$ cat config.mk
export PLATFORM = sky130hd
export DESIGN_NAME = btn_conditioner
export DESIGN_NICKNAME = d
export VERILOG_FILES = /design/src/rtl/btn_cond_pkg.sv /design/src/rtl/btn_channel.sv /design/src/rtl/btn_conditioner.sv
export SDC_FILE = /design/constraint.sdc
export NUM_CORES = 1
export LEC_CHECK = 0
export CORE_AREA = 2 2 82 144
export DETAILED_ROUTE_END_ITERATION = 12
export DIE_AREA = 0 0 84 146
export DONT_BUFFER_PORTS = 1
export PLACE_DENSITY = 0.9
export SETUP_SLACK_MARGIN = 0.05
export SLEW_MARGIN = 20
export SYNTH_ARGS = -nofsm -noshare
export SYNTH_HDL_FRONTEND = slang
export SYNTH_SLANG_ARGS = --single-unit
$ cat constraint.sdc
create_clock -name CLK -period 2.78 [get_ports CLK]
set_input_delay 0.556 -clock CLK [delete_from_list [all_inputs] [get_ports CLK]]
set_output_delay 0.556 -clock CLK [all_outputs]
set_load 0.01 [all_outputs]
$ cat src/rtl/btn_cond_pkg.sv
// Shared FSM encoding, default timing constants and width helpers for the button conditioner.
// Pure declarations: no latency and no backpressure apply.
package btn_cond_pkg;

    localparam logic [1:0] S_LOW      = 2'd0;
    localparam logic [1:0] S_RISE_CHK = 2'd1;
    localparam logic [1:0] S_HIGH     = 2'd2;
    localparam logic [1:0] S_FALL_CHK = 2'd3;

    // 10 ms debounce, 500 ms first repeat, 100 ms repeat period at 100 MHz
    localparam int DEF_DEBOUNCE_CYCLES = 1000000;
    localparam int DEF_REPEAT_DELAY    = 50000000;
    localparam int DEF_REPEAT_PERIOD   = 10000000;

    function automatic int clog2(input int value);
        int result;
        int v;
        result = 0;
        v      = value - 1;
        while (v > 0) begin
            result = result + 1;
            v      = v >> 1;
        end
        return result;
    endfunction

    function automatic int max3(input int a, input int b, input int c);
        int m;
        m = (a > b) ? a : b;
        return (m > c) ? m : c;
    endfunction

endpackage

$ cat src/rtl/btn_channel.sv
// One channel: 2-flop synchroniser, counter-qualified debounce FSM, registered press/release pulses.
// Level and pulse land DEBOUNCE_CYCLES+3 edges after a clean input edge; no backpressure (pulses are fire-and-forget).
module btn_channel
    import btn_cond_pkg::*;
#(
    parameter int DEBOUNCE_CYCLES = DEF_DEBOUNCE_CYCLES,
    parameter int REPEAT_DELAY    = DEF_REPEAT_DELAY,
    parameter int REPEAT_PERIOD   = DEF_REPEAT_PERIOD
) (
    input  logic i_clk,
    input  logic i_rst,
    input  logic i_btn,
    output logic o_level,
    output logic o_press,
    output logic o_release
);

    localparam int CNT_MAX = max3(DEBOUNCE_CYCLES, REPEAT_DELAY, REPEAT_PERIOD);
    localparam int CNT_W   = (clog2(CNT_MAX + 1) < 1) ? 1 : clog2(CNT_MAX + 1);

    localparam logic [CNT_W-1:0] DB_LAST  = CNT_W'(DEBOUNCE_CYCLES - 1);
    localparam logic [CNT_W-1:0] CNT_ONE  = CNT_W'(1);
    localparam logic [CNT_W-1:0] CNT_ZERO = '0;
`ifdef BTN_REPEAT_EN
    localparam logic [CNT_W-1:0] RD_LAST = CNT_W'(REPEAT_DELAY - 1);
    localparam logic [CNT_W-1:0] RP_LAST = CNT_W'(REPEAT_PERIOD - 1);
`endif

    logic [1:0]       r_sync;
    logic [1:0]       r_state;
    logic [CNT_W-1:0] r_cnt;
    logic             r_level;
    logic             r_press;
    logic             r_release;
    logic             w_sync;
`ifdef BTN_REPEAT_EN
    logic [CNT_W-1:0] r_rcnt;
    logic             r_rphase;   // 0: waiting out the initial delay, 1: periodic repeats
`endif

    assign w_sync = r_sync[1];

    always_ff @(posedge i_clk) begin
        if (i_rst) begin
            r_sync    <= 2'b00;
            r_state   <= S_LOW;
            r_cnt     <= CNT_ZERO;
            r_level   <= 1'b0;
            r_press   <= 1'b0;
            r_release <= 1'b0;
`ifdef BTN_REPEAT_EN
            r_rcnt    <= CNT_ZERO;
            r_rphase  <= 1'b0;
`endif
        end else begin
            r_sync    <= {r_sync[0], i_btn};
            r_press   <= 1'b0;
            r_release <= 1'b0;
            case (r_state)
                S_LOW: begin
                    if (w_sync) begin
                        r_state <= S_RISE_CHK;
                        r_cnt   <= CNT_ZERO;
                    end
                end
                S_RISE_CHK: begin
                    if (!w_sync) begin
                        r_state <= S_LOW;
                    end else if (r_cnt == DB_LAST) begin
                        r_state <= S_HIGH;
                        r_level <= 1'b1;
                        r_press <= 1'b1;
`ifdef BTN_REPEAT_EN
                        r_rcnt   <= CNT_ZERO;
                        r_rphase <= 1'b0;
`endif
                    end else begin
                        r_cnt <= r_cnt + CNT_ONE;
                    end
                end
                S_HIGH: begin
                    if (!w_sync) begin
                        r_state <= S_FALL_CHK;
                        r_cnt   <= CNT_ZERO;
`ifdef BTN_REPEAT_EN
                        r_rcnt   <= CNT_ZERO;
                        r_rphase <= 1'b0;
                    end else if (r_rcnt == (r_rphase ? RP_LAST : RD_LAST)) begin
                        r_press  <= 1'b1;
                        r_rcnt   <= CNT_ZERO;
                        r_rphase <= 1'b1;
                    end else begin
                        r_rcnt <= r_rcnt + CNT_ONE;
`endif
                    end
                end
                default: begin
                    if (w_sync) begin
                        r_state <= S_HIGH;
`ifdef BTN_REPEAT_EN
                        r_rcnt   <= CNT_ZERO;
                        r_rphase <= 1'b0;
`endif
                    end else if (r_cnt == DB_LAST) begin
                        r_state   <= S_LOW;
                        r_level   <= 1'b0;
                        r_release <= 1'b1;
                    end else begin
                        r_cnt <= r_cnt + CNT_ONE;
                    end
                end
            endcase
        end
    end

    assign o_level   = r_level;
    assign o_press   = r_press;
    assign o_release = r_release;

endmodule

$ cat src/rtl/btn_conditioner.sv
// NUM_CH independent debounce channels; define BTN_REPEAT_EN to add press auto-repeat while held.
// Latency DEBOUNCE_CYCLES+3 edges from a clean input edge; no backpressure, pulses last one cycle.
module btn_conditioner
    import btn_cond_pkg::*;
#(
    parameter int NUM_CH          = 4,
    parameter int DEBOUNCE_CYCLES = DEF_DEBOUNCE_CYCLES,
    parameter int REPEAT_DELAY    = DEF_REPEAT_DELAY,
    parameter int REPEAT_PERIOD   = DEF_REPEAT_PERIOD
) (
    input  logic              CLK,
    input  logic              RESET,
    input  logic [NUM_CH-1:0] BTN_IN,
    output logic [NUM_CH-1:0] DB_LEVEL,
    output logic [NUM_CH-1:0] PRESS_PULSE,
    output logic [NUM_CH-1:0] RELEASE_PULSE
);

    for (genvar g = 0; g < NUM_CH; g++) begin : g_ch
        btn_channel #(
            .DEBOUNCE_CYCLES (DEBOUNCE_CYCLES),
            .REPEAT_DELAY    (REPEAT_DELAY),
            .REPEAT_PERIOD   (REPEAT_PERIOD)
        ) u_ch (
            .i_clk     (CLK),
            .i_rst     (RESET),
            .i_btn     (BTN_IN[g]),
            .o_level   (DB_LEVEL[g]),
            .o_press   (PRESS_PULSE[g]),
            .o_release (RELEASE_PULSE[g])
        );
    end

endmodule

==> summary by stage <==
Die
The width of the die is 84 um. After floorplanning, the core was sized to cover 0.01104 mm^2. The floorplan has 51 rows. In this run the vertical extent of the chip is 146 um.

18 I/O pins were placed. The die covers 0.01226 mm^2. For this configuration, the core starts out at a cell density of 63.10%.

Synth
The register area share after synthesis is 37.94%. Counting every net in the synthesized netlist gives 885. The number of synthesized flops with an enable pin is 0. sky130_fd_sc_hd__dfxtp_1 is the most common cell in the netlist. Sorting the synthesized cells by how often they occur yields sky130_fd_sc_hd__dfxtp_1 (132), sky130_fd_sc_hd__nand2_1 (70), sky130_fd_sc_hd__a21oi_1 (69).

sky130_fd_sc_hd__dfxtp_1 takes more of the synthesized area than any other cell. The Yosys step of the flow raised 0 warnings. Summed over its instances, the top area cell type makes up 37.94% of the synthesized netlist area.

After synthesis, the cell types taking the most area are sky130_fd_sc_hd__dfxtp_1 (38%), sky130_fd_sc_hd__a21oi_1 (5.0%), sky130_fd_sc_hd__o21ai_0 (4.2%). A synthesized cell averages 8.071 um^2. Among all flip-flop cells after synthesis, the most frequent one is sky130_fd_sc_hd__dfxtp_1. In this run the cell area of the synthesized design comes to 0.006965 mm^2. The synthesized design contains 132 register bits. After technology mapping, the gate count stands at 863.

Yosys mapped the design onto 54 distinct sky130hd cell types. For this run, asynchronously set or reset flops after synthesis account for 0%.

Clock tree
The number of gates resized after CTS was 0. In this run, post-CTS hold repair placed 0 buffers. The CTS tree is done. The clock tree synthesis step divided the H-tree into 4 levels. After clock tree synthesis, the setup repair step added 0 buffers. The number of CTS-inserted buffers is 17. The clock latency at the later pin of the worst-skew pair is 0.42 ns.

CTS saw 132 sinks. The root buffer cell is sky130_fd_sc_hd__clkbuf_16. The clock-pin slew reported for the worst setup and hold paths after clock tree synthesis is 0.06 ns. The deepest clock path buffer count is 2.

STA
The setup TNS is 0 ns. Setup repair after global routing left no endpoint under its margin. The transition time at the pin with the least slew margin is 0.6651 ns. The portion of the clock cycle consumed by the worst path in the final layout is 88.93%. Hold timing on the final database bottoms out at a slack of 0.2010 ns. The max-slew violation total from the final report is 0. The setup-violating endpoint count in the final report is 0.

On the final layout, the worst clock skew is 0.009986 ns. The smallest clock period supported by the final layout is computed as 2.472 ns. The final hold violation count came to 0. Derived from the worst setup path, the maximum achievable clock frequency is 404.5 MHz. Measured against its own limit, the worst slew margin works out to 55.25%.

Critical path
The logic depth of the worst register-to-register path is 7. The signal on the critical path passes through inv_1, ha_1, or2_1, a211o_1, or4_1, or3_1, a21oi_1. The top fanout value on the critical path is 8. The worst register-to-register path ends at g_ch[2].u_ch.r_cnt[25]$_SDFFE_PP0P_.

On the critical path the largest part of the delay comes from simple AND/OR/NAND/NOR gates. The nature of the critical path endpoint is a flop. Counting buffers and inverters, the worst setup path is 7 cells deep. For the worst setup path, the data required time is 3.13 ns. The kind of start point of the critical path is a flop. The largest single stage delay on the critical path is 0.62 ns. The data arrival at the endpoint of the critical path is 2.83 ns.

The startpoint identified for the worst register-to-register timing path is g_ch[2].u_ch.r_state[0]$_SDFFE_PP0P_. Together, buffers and inverters on the worst path number 1. For flop-to-flop paths, the worst setup slack is 0.31 ns. The largest individual stage delay along the critical path comes from the cell sky130_fd_sc_hd__or4_1.

The worst setup path is of the reg2reg kind.

Min path
The depth of the worst hold-timing path is 1. In this run the worst hold path is classified as in2reg. The worst hold path terminates at g_ch[1].u_ch.r_sync[0]$_SDFF_PP0_.

The worst hold path begins at RESET.

Place
At the end of routability-driven placement, the weighted congestion stood at 0.9097. The count of buffers added on input and output ports is 0. The total instance count after detailed placement is 969. The HPWL after detailed placement is 10900 um.

Finish
The post-route core utilization is 68.94%. Excluding fillers, the count of instances in the completed layout stands at 1001. The area added between synthesis and finish is 9.269%.

In the final design database the tool counted 878 nets. Of the cells placed in the final design, the portion with a size suffix greater than 1 is 7.710%. The repair_antennas step left the layout with diodes totalling 0.

Job
The tool flagged a number of max-cap violations equal to 0.

Detailed routing
The first routing iteration left 397 violations. Once detail routing completed, the nets flagged for antenna violations numbered 0. After detailed routing, the number of vias per cell comes to 6.620. The first detailed-routing pass ran for 5 iterations.

The average wire per standard cell is 16.36 um. The total number of vias is 6627. The total routed wirelength is 16370 um.

In the routed design, unresolved DRC markers number 0.

Power and ir drop
The power per unit of standard cell area is 590.0 mW/mm^2. In this run the static leakage power is 2.399 nW. The worst voltage drop across the vdd grid is 0.0005415 V.

After layout, the design draws a total of 4.491 mW.

GRT
The overall routing resource usage is 26.77%. The via count of the first global-routing pass is 6115. Summed over all layers, the global routing overflow is 0.

The number of antenna violations at the first check in global routing is 0. The first global-routing pass estimated 27640 um of wire. The maximum number of pins on one net before global-route repair is 56.

Status
The run finished with clean final reports.
[stage by stage]
| stage | setup slack, ns | area [um^2] |
|---|---|---|
| after floorplan | 0.3996 | 6965 |
| after global placement | 0.3744 | 7061 |
| after detailed placement | 0.3106 | 7061 |
| after CTS | 0.3042 | 7611 |
| after global routing | 0.1335 | 7611 |
| final | 0.3076 | 7611 |
[state kept, by name, indices dropped and copies added (netlist names), named ones only]
name / count
g_ch.u_ch.r_cnt: 104
g_ch.u_ch.r_sync: 8
g_ch.u_ch.o_level: 4
g_ch.u_ch.o_press: 4
g_ch.u_ch.o_release: 4
g_ch.u_ch.r_state: 4
[how the worst max path moves through the flow]
stage	start	end
2_1_floorplan	g_ch[2].u_ch.r_state[0]$_SDFFE_PP0P_	g_ch[2].u_ch.r_cnt[25]$_SDFFE_PP0P_
3_3_place_gp	g_ch[2].u_ch.r_state[0]$_SDFFE_PP0P_	g_ch[2].u_ch.r_cnt[25]$_SDFFE_PP0P_
3_5_place_dp	g_ch[2].u_ch.r_state[0]$_SDFFE_PP0P_	g_ch[2].u_ch.r_cnt[25]$_SDFFE_PP0P_
4_1_cts	g_ch[2].u_ch.r_state[0]$_SDFFE_PP0P_	g_ch[2].u_ch.r_cnt[25]$_SDFFE_PP0P_
5_1_grt	g_ch[2].u_ch.r_state[0]$_SDFFE_PP0P_	g_ch[2].u_ch.r_cnt[23]$_SDFFE_PP0P_
6_report	g_ch[2].u_ch.r_state[0]$_SDFFE_PP0P_	g_ch[2].u_ch.r_cnt[25]$_SDFFE_PP0P_
[routing by layer]
metal | vias to the layer above | routed length (um) | GRT usage (%) | part of all wire [%]
met5 | - | 0 | 0 | 0
met4 | 0 | 452 | 12.34 | 2.8
met2 | 261 | 8536 | 46.80 | 52
met1 | 3098 | 6556 | 31.16 | 40
met3 | 51 | 826 | 5.218 | 5.0
li1 | 3217 | - | - | -
[kinds of logic (layout without fill, tap and decap cells)]
group	count (synthesis)	count (layout)	synth area share (%)
flip-flops	132	132	37.94
multiplexers	9	9	1.401
buffers and inverters	74	80	4.652
adder cells (fa/ha/maj)	16	16	2.874
AO/OA/AOI/OAI	207	207	17.82
AND/OR/NAND/NOR	399	399	32.05
XOR/XNOR	26	26	3.269
[report_power, final]
group          total, mW  switching [mW]  internal, mW  leakage (nW)
Sequential          1.93          0.0204          1.91          1.07
Clock               2.08           0.840          1.24         0.276
Combinational      0.474           0.317         0.157          1.06
[layout make-up]
type	count	area [um^2]
multi-input combinational	657	4005
fill	833	3428
sequential	132	2643
clock buffer	18	439.2
tap	132	165.2
timing repair buffer	18	135.1
inverter	30	112.6
clock inverter	14	111.4
[placed cells by master, fill, tap and decap left out, types with 8 or more instances in the layout]
cell and count:
sky130_fd_sc_hd__or4_1 33, sky130_fd_sc_hd__xnor2_1 14, sky130_fd_sc_hd__and3_1 17, sky130_fd_sc_hd__clkinv_2 8, sky130_fd_sc_hd__inv_1 30, sky130_fd_sc_hd__nand2_1 70
sky130_fd_sc_hd__and2_1 9, sky130_fd_sc_hd__nor2b_1 11, sky130_fd_sc_hd__or3_1 45, sky130_fd_sc_hd__nor4_1 21, sky130_fd_sc_hd__xor2_1 12, sky130_fd_sc_hd__o211ai_1 9
sky130_fd_sc_hd__o31ai_1 16, sky130_fd_sc_hd__buf_4 18, sky130_fd_sc_hd__clkbuf_16 17, sky130_fd_sc_hd__o21ai_0 56, sky130_fd_sc_hd__a31oi_1 14, sky130_fd_sc_hd__nand4_1 37
sky130_fd_sc_hd__nor4b_1 12, sky130_fd_sc_hd__a21oi_1 69, sky130_fd_sc_hd__ha_1 16, sky130_fd_sc_hd__nor3_1 18, sky130_fd_sc_hd__nor2_1 53, sky130_fd_sc_hd__dfxtp_1 132
sky130_fd_sc_hd__nand2b_1 8, sky130_fd_sc_hd__nand3_1 40
Power figures use the tool's default switching activity.
==> edit 1, RTL diff (same settings) <==
Set the package constant `DEF_REPEAT_DELAY` to 12500000 (it was 50000000).
--- a/src/rtl/btn_cond_pkg.sv
+++ b/src/rtl/btn_cond_pkg.sv
@@ -11,3 +11,3 @@
     localparam int DEF_DEBOUNCE_CYCLES = 1000000;
-    localparam int DEF_REPEAT_DELAY    = 50000000;
+    localparam int DEF_REPEAT_DELAY    = 12500000;
     localparam int DEF_REPEAT_PERIOD   = 10000000;
Function: same outputs for any inputs over 4 cycles, from zero or initial values and one cycle with RESET high; that may be too few to reach the edited logic, so the function may still have changed.
==> edit 1 against the unedited design <==
Clock skew fell by 0.0018 ns; critical path depth decreased by 1; wire length increased by 4.1%; final area fell by 1.1%; area after synthesis grew 0.41%; power down 7.9%; sequential cell count shrank 8; setup slack improved by 0.052 ns; critical path type unchanged.
==> edit 1: results (changes against the unedited design) <==
[power_and_ir_drop]
seq-power_uw = 1800  ; was 1930 uW
p_leak_uw = 0.00242  ; was 0.00240 uW
peakVddDrop_uv = 798  ; was 541 uV
switchingPower_uw = 1010  ; was 1180 uW
p_total_uw = 4130  ; was 4490 uW

[yosys]
ys_seq_area_frac = 0.355  ; was 0.379
ys_types = 87  ; was 54
synthCells = 848  ; was 863
synthAdderAreaFrac = 0.0286  ; was 0.0287
muxShareOfSynthArea = 0.0233  ; was 0.0140
synth.area.top_cells = dfxtp_1 (35%), a21oi_1 (4.1%), nand2_1 (4.0%)  ; was dfxtp_1 (38%), a21oi_1 (5.0%), o21ai_0 (4.2%)
synth_nets = 870  ; was 885
synth_xor_area_frac = 0.0175  ; was 0.0327
yosys_warnings = 0  ; unchanged
synth_common_cells = dfxtp_1 (124), nand2_1 (74), nor2_1 (71)  ; was dfxtp_1 (132), nand2_1 (70), a21oi_1 (69)
synth_compound_gate_area_share = 0.230  ; was 0.178

[placement]
dp.cells = 948  ; was 969
dp_slack_ns = 0.417  ; was 0.311 ns
portBuffers = 0  ; unchanged
routabilityCongestion = 0.942  ; was 0.910
dp_hpwl_um = 11800  ; was 10900 um

[cells_and_area]
instances_no_fill = 978  ; was 1001
finalNetCount = 857  ; was 878
final.fill_count = 852  ; was 833
top_regs = g_ch.u_ch.r_cnt (96), g_ch.u_ch.r_sync (8)  ; was g_ch.u_ch.r_cnt (104), g_ch.u_ch.r_sync (8)
drive_gt1_frac = 0.106  ; was 0.0771
diodes = 0  ; unchanged

[cts]
clk_latency_ns = 0.41
numCtsBuffers = 17  ; unchanged
cts-root-buf = clkbuf_16  ; unchanged
cts_max_level = 4  ; unchanged
clk_path_buf_depth = 2  ; unchanged
ctsResizeCount = 0  ; unchanged
cts_setup_buffers = 0  ; unchanged

[timing]
tightest_slew_ns = 0.752  ; was 0.665 ns
fin_crit_sh = 0.871  ; was 0.889
skew_ns = 0.00814  ; was 0.00999 ns

[global_route]
grt_pass1_wl_um = 28600  ; was 27600 um
grt_pass1_vias = 6366  ; was 6115
grt_use_total = 0.279  ; was 0.268
grt_max_degree = 47  ; was 56

[setup_path]
reg2reg_slack_ns = 0.36  ; was 0.31 ns
cp-end-kind = flop  ; unchanged
critPathSlowestCell = o32ai_4  ; was or4_1
critical-path-top-delay-family = compound AO/OA/AOI/OAI gates  ; was simple AND/OR/NAND/NOR gates
crit_path_max_fanout = 16  ; was 8
startpoint = g_ch[2].u_ch.r_cnt[0]$_SDFFE_PP0P_  ; was g_ch[2].u_ch.r_state[0]$_SDFFE_PP0P_
r2r-end = g_ch[2].u_ch.r_cnt[13]$_SDFFE_PP0P_  ; was g_ch[2].u_ch.r_cnt[25]$_SDFFE_PP0P_
reg2regPathDepth = 6  ; was 7
slowest_delay_ns = 0.64  ; was 0.62 ns
arrival_ns = 2.76  ; was 2.83 ns

[route]
routedWlPerCell_um = 17.4  ; was 16.4 um
drtIter0Drc = 583  ; was 397
route.vias.total = 6674  ; was 6627
dr.pass1.iters = 6  ; was 5

[status]
status = complete, no violations  ; unchanged

## edit 1: changes by cell type after synthesis, moves of 10 or more
cell and change:
or3_1 -33, or4_1 -27, a31oi_1 +18, nor2_1 +18
o21ai_0 -15, a21oi_1 -12, xor2_1 -11, o31ai_1 -10
## edit 1: metrics by stage
step | instance area (um^2) | hold slack [ns]
2_1_floorplan | 6990 | 0.414
3_3_place_gp | 6990 | 0.421
3_5_place_dp | 6990 | 0.425
4_1_cts | 7530 | 0.198
5_1_grt | 7530 | 0.197
6_report | 7530 | 0.207
## edit 1: worst min path at each step
stage / endpoint / from / cells past startpoint / slack, ns
6_report: g_ch[3].u_ch.r_sync[0]$_SDFF_PP0_ / RESET / 1 / 0.21
5_1_grt: g_ch[3].u_ch.r_sync[0]$_SDFF_PP0_ / RESET / 1 / 0.20
4_1_cts: g_ch[3].u_ch.r_sync[0]$_SDFF_PP0_ / RESET / 1 / 0.20
3_5_place_dp: g_ch[3].u_ch.r_sync[1]$_SDFF_PP0_ / g_ch[3].u_ch.r_sync[0]$_SDFF_PP0_ / 1 / 0.43
3_3_place_gp: g_ch[2].u_ch.r_sync[1]$_SDFF_PP0_ / g_ch[2].u_ch.r_sync[0]$_SDFF_PP0_ / 1 / 0.42
2_1_floorplan: g_ch[0].u_ch.r_sync[1]$_SDFF_PP0_ / g_ch[0].u_ch.r_sync[0]$_SDFF_PP0_ / 1 / 0.41
## edit 1: cell type report
type                       instances  area share
multi-input combinational        645       0.544
tap                              132      0.0219
sequential                       124       0.330
clock buffer                      20      0.0593
timing repair buffer              18      0.0179
clock inverter                    10      0.0126
inverter                          29      0.0145
## edit 1: metal layers
layer  share of wire  up-vias  track usage
met5               0        -            0
met4           0.047        0        0.166
met3           0.055       75       0.0579
met2            0.51      282        0.490
met1            0.39     3143        0.303
li1                -     3174            -
==> edit 2, RTL diff (config.mk and constraints unchanged) <==
Without the edit above. Reset style: asynchronous (`i_rst`), changed in one clocked block.
--- a/src/rtl/btn_channel.sv
+++ b/src/rtl/btn_channel.sv
@@ -42,3 +42,3 @@
 
-    always_ff @(posedge i_clk) begin
+    always_ff @(posedge i_clk or posedge i_rst) begin
         if (i_rst) begin
Check against the original RTL: same outputs for any inputs over 4 cycles, from zero or initial values and one cycle with RESET high; that may be too few to reach the edited logic, so the function may still have changed.
==> edit 2 against the unedited design <==
Global-route usage up 3.3 points; area after synthesis up 5.2%; wire length up 7.4%; sequential cell count unchanged; synthesized cell count down 6.6%; cell count down 5.5%; setup slack worse by 0.23 ns; final area up 5.4%; clock skew down 0.0016 ns; critical endpoint is now g_ch[1].u_ch.r_cnt[25]$_DFFE_PP0P_.
Power is not compared: it rests on default switching activity, and its combinational part moved more than twofold at a synthesized area within 25%.
==> edit 2: results (changes against the unedited design) <==
[status]
status = complete, no violations  ; unchanged

[setup_path]
r2r-end = g_ch[1].u_ch.r_cnt[25]$_DFFE_PP0P_  ; was g_ch[2].u_ch.r_cnt[25]$_SDFFE_PP0P_
arrival_ns = 3.01  ; was 2.83 ns
critPathSlowestCell = or4b_1  ; was or4_1

[global_route]
grt_use_met2 = 0.521  ; was 0.468
use_met3 = 0.0732  ; was 0.0522
grt_use_total = 0.301  ; was 0.268
met1_usage = 0.340  ; was 0.312
grt_max_degree = 133  ; was 56

[cells_and_area]
buffer_area_frac = 0.0193  ; was 0.0178
buffers = 19  ; was 18
clock_area_frac = 0.0719  ; was 0.0723
multi_input_gates = 608  ; was 657
seq_share = 0.412  ; was 0.347

[yosys]
ys_seq_area_frac = 0.451  ; was 0.379
synth.area.top_cells = dfrtp_1 (45%), o21ai_0 (3.6%), nand2_1 (3.5%)  ; was dfxtp_1 (38%), a21oi_1 (5.0%), o21ai_0 (4.2%)
avgSynthCellArea_um2 = 9.09  ; was 8.07 um^2
synth_nets = 832  ; was 885

[hold_path]
hp-start = BTN_IN[2]  ; was RESET
min_to = g_ch[2].u_ch.r_sync[0]$_DFF_PP0_  ; was g_ch[1].u_ch.r_sync[0]$_SDFF_PP0_
min_path_cells = 0  ; was 1

[timing]
fin_crit_sh = 0.972  ; was 0.889
skew_ns = 0.00840  ; was 0.00999 ns
slew-limit-headroom = 0.525  ; was 0.553
fin_hold_ws_ns = 0.156  ; was 0.201 ns

[placement]
routabilityCongestion = 0.910  ; about the same
dp_slack_ns = 0.142  ; was 0.311 ns

[route]
route.vias.total = 6540  ; was 6627
wl_um = 17600  ; was 16400 um
dr.pass1.iters = 9  ; was 5

edit 2: cell count changes after synthesis, sizes merged, moves of 9 or more:
cell,unedited run,this run
a21oi,69,52
or3,46,37
or4,33,21
dfxtp,132,0
dfrtp,0,132
nand4,38,24
nor2,53,67
nand3,40,51
a31oi,14,2
edit 2: routing by layer:
| metal | share of wire | routed length [um] |
|---|---|---|
| met5 | 0 | 0 |
| met4 | 0.044 | 773 |
| met3 | 0.056 | 983 |
| met2 | 0.53 | 9390 |
| met1 | 0.37 | 6440 |
edit 2: kinds of logic (layout without fill, tap and decap cells):
kind of cell               count (synthesis)  in the layout  synth area share
and+or+nand+nor                          383            383             0.283
AOI/OAI and AO/OA                        164            164             0.138
DFF                                      132            132             0.451
buffers and inverters                     66             74            0.0427
xor gates and xnor gates                  34             34            0.0407
adders and majority gates                 20             20            0.0342
muxes                                      7              7            0.0104
edit 2: power by group:
group	switching, uW	internal (uW)
clock network	851	1340
registers	186	2070
logic	1270	621
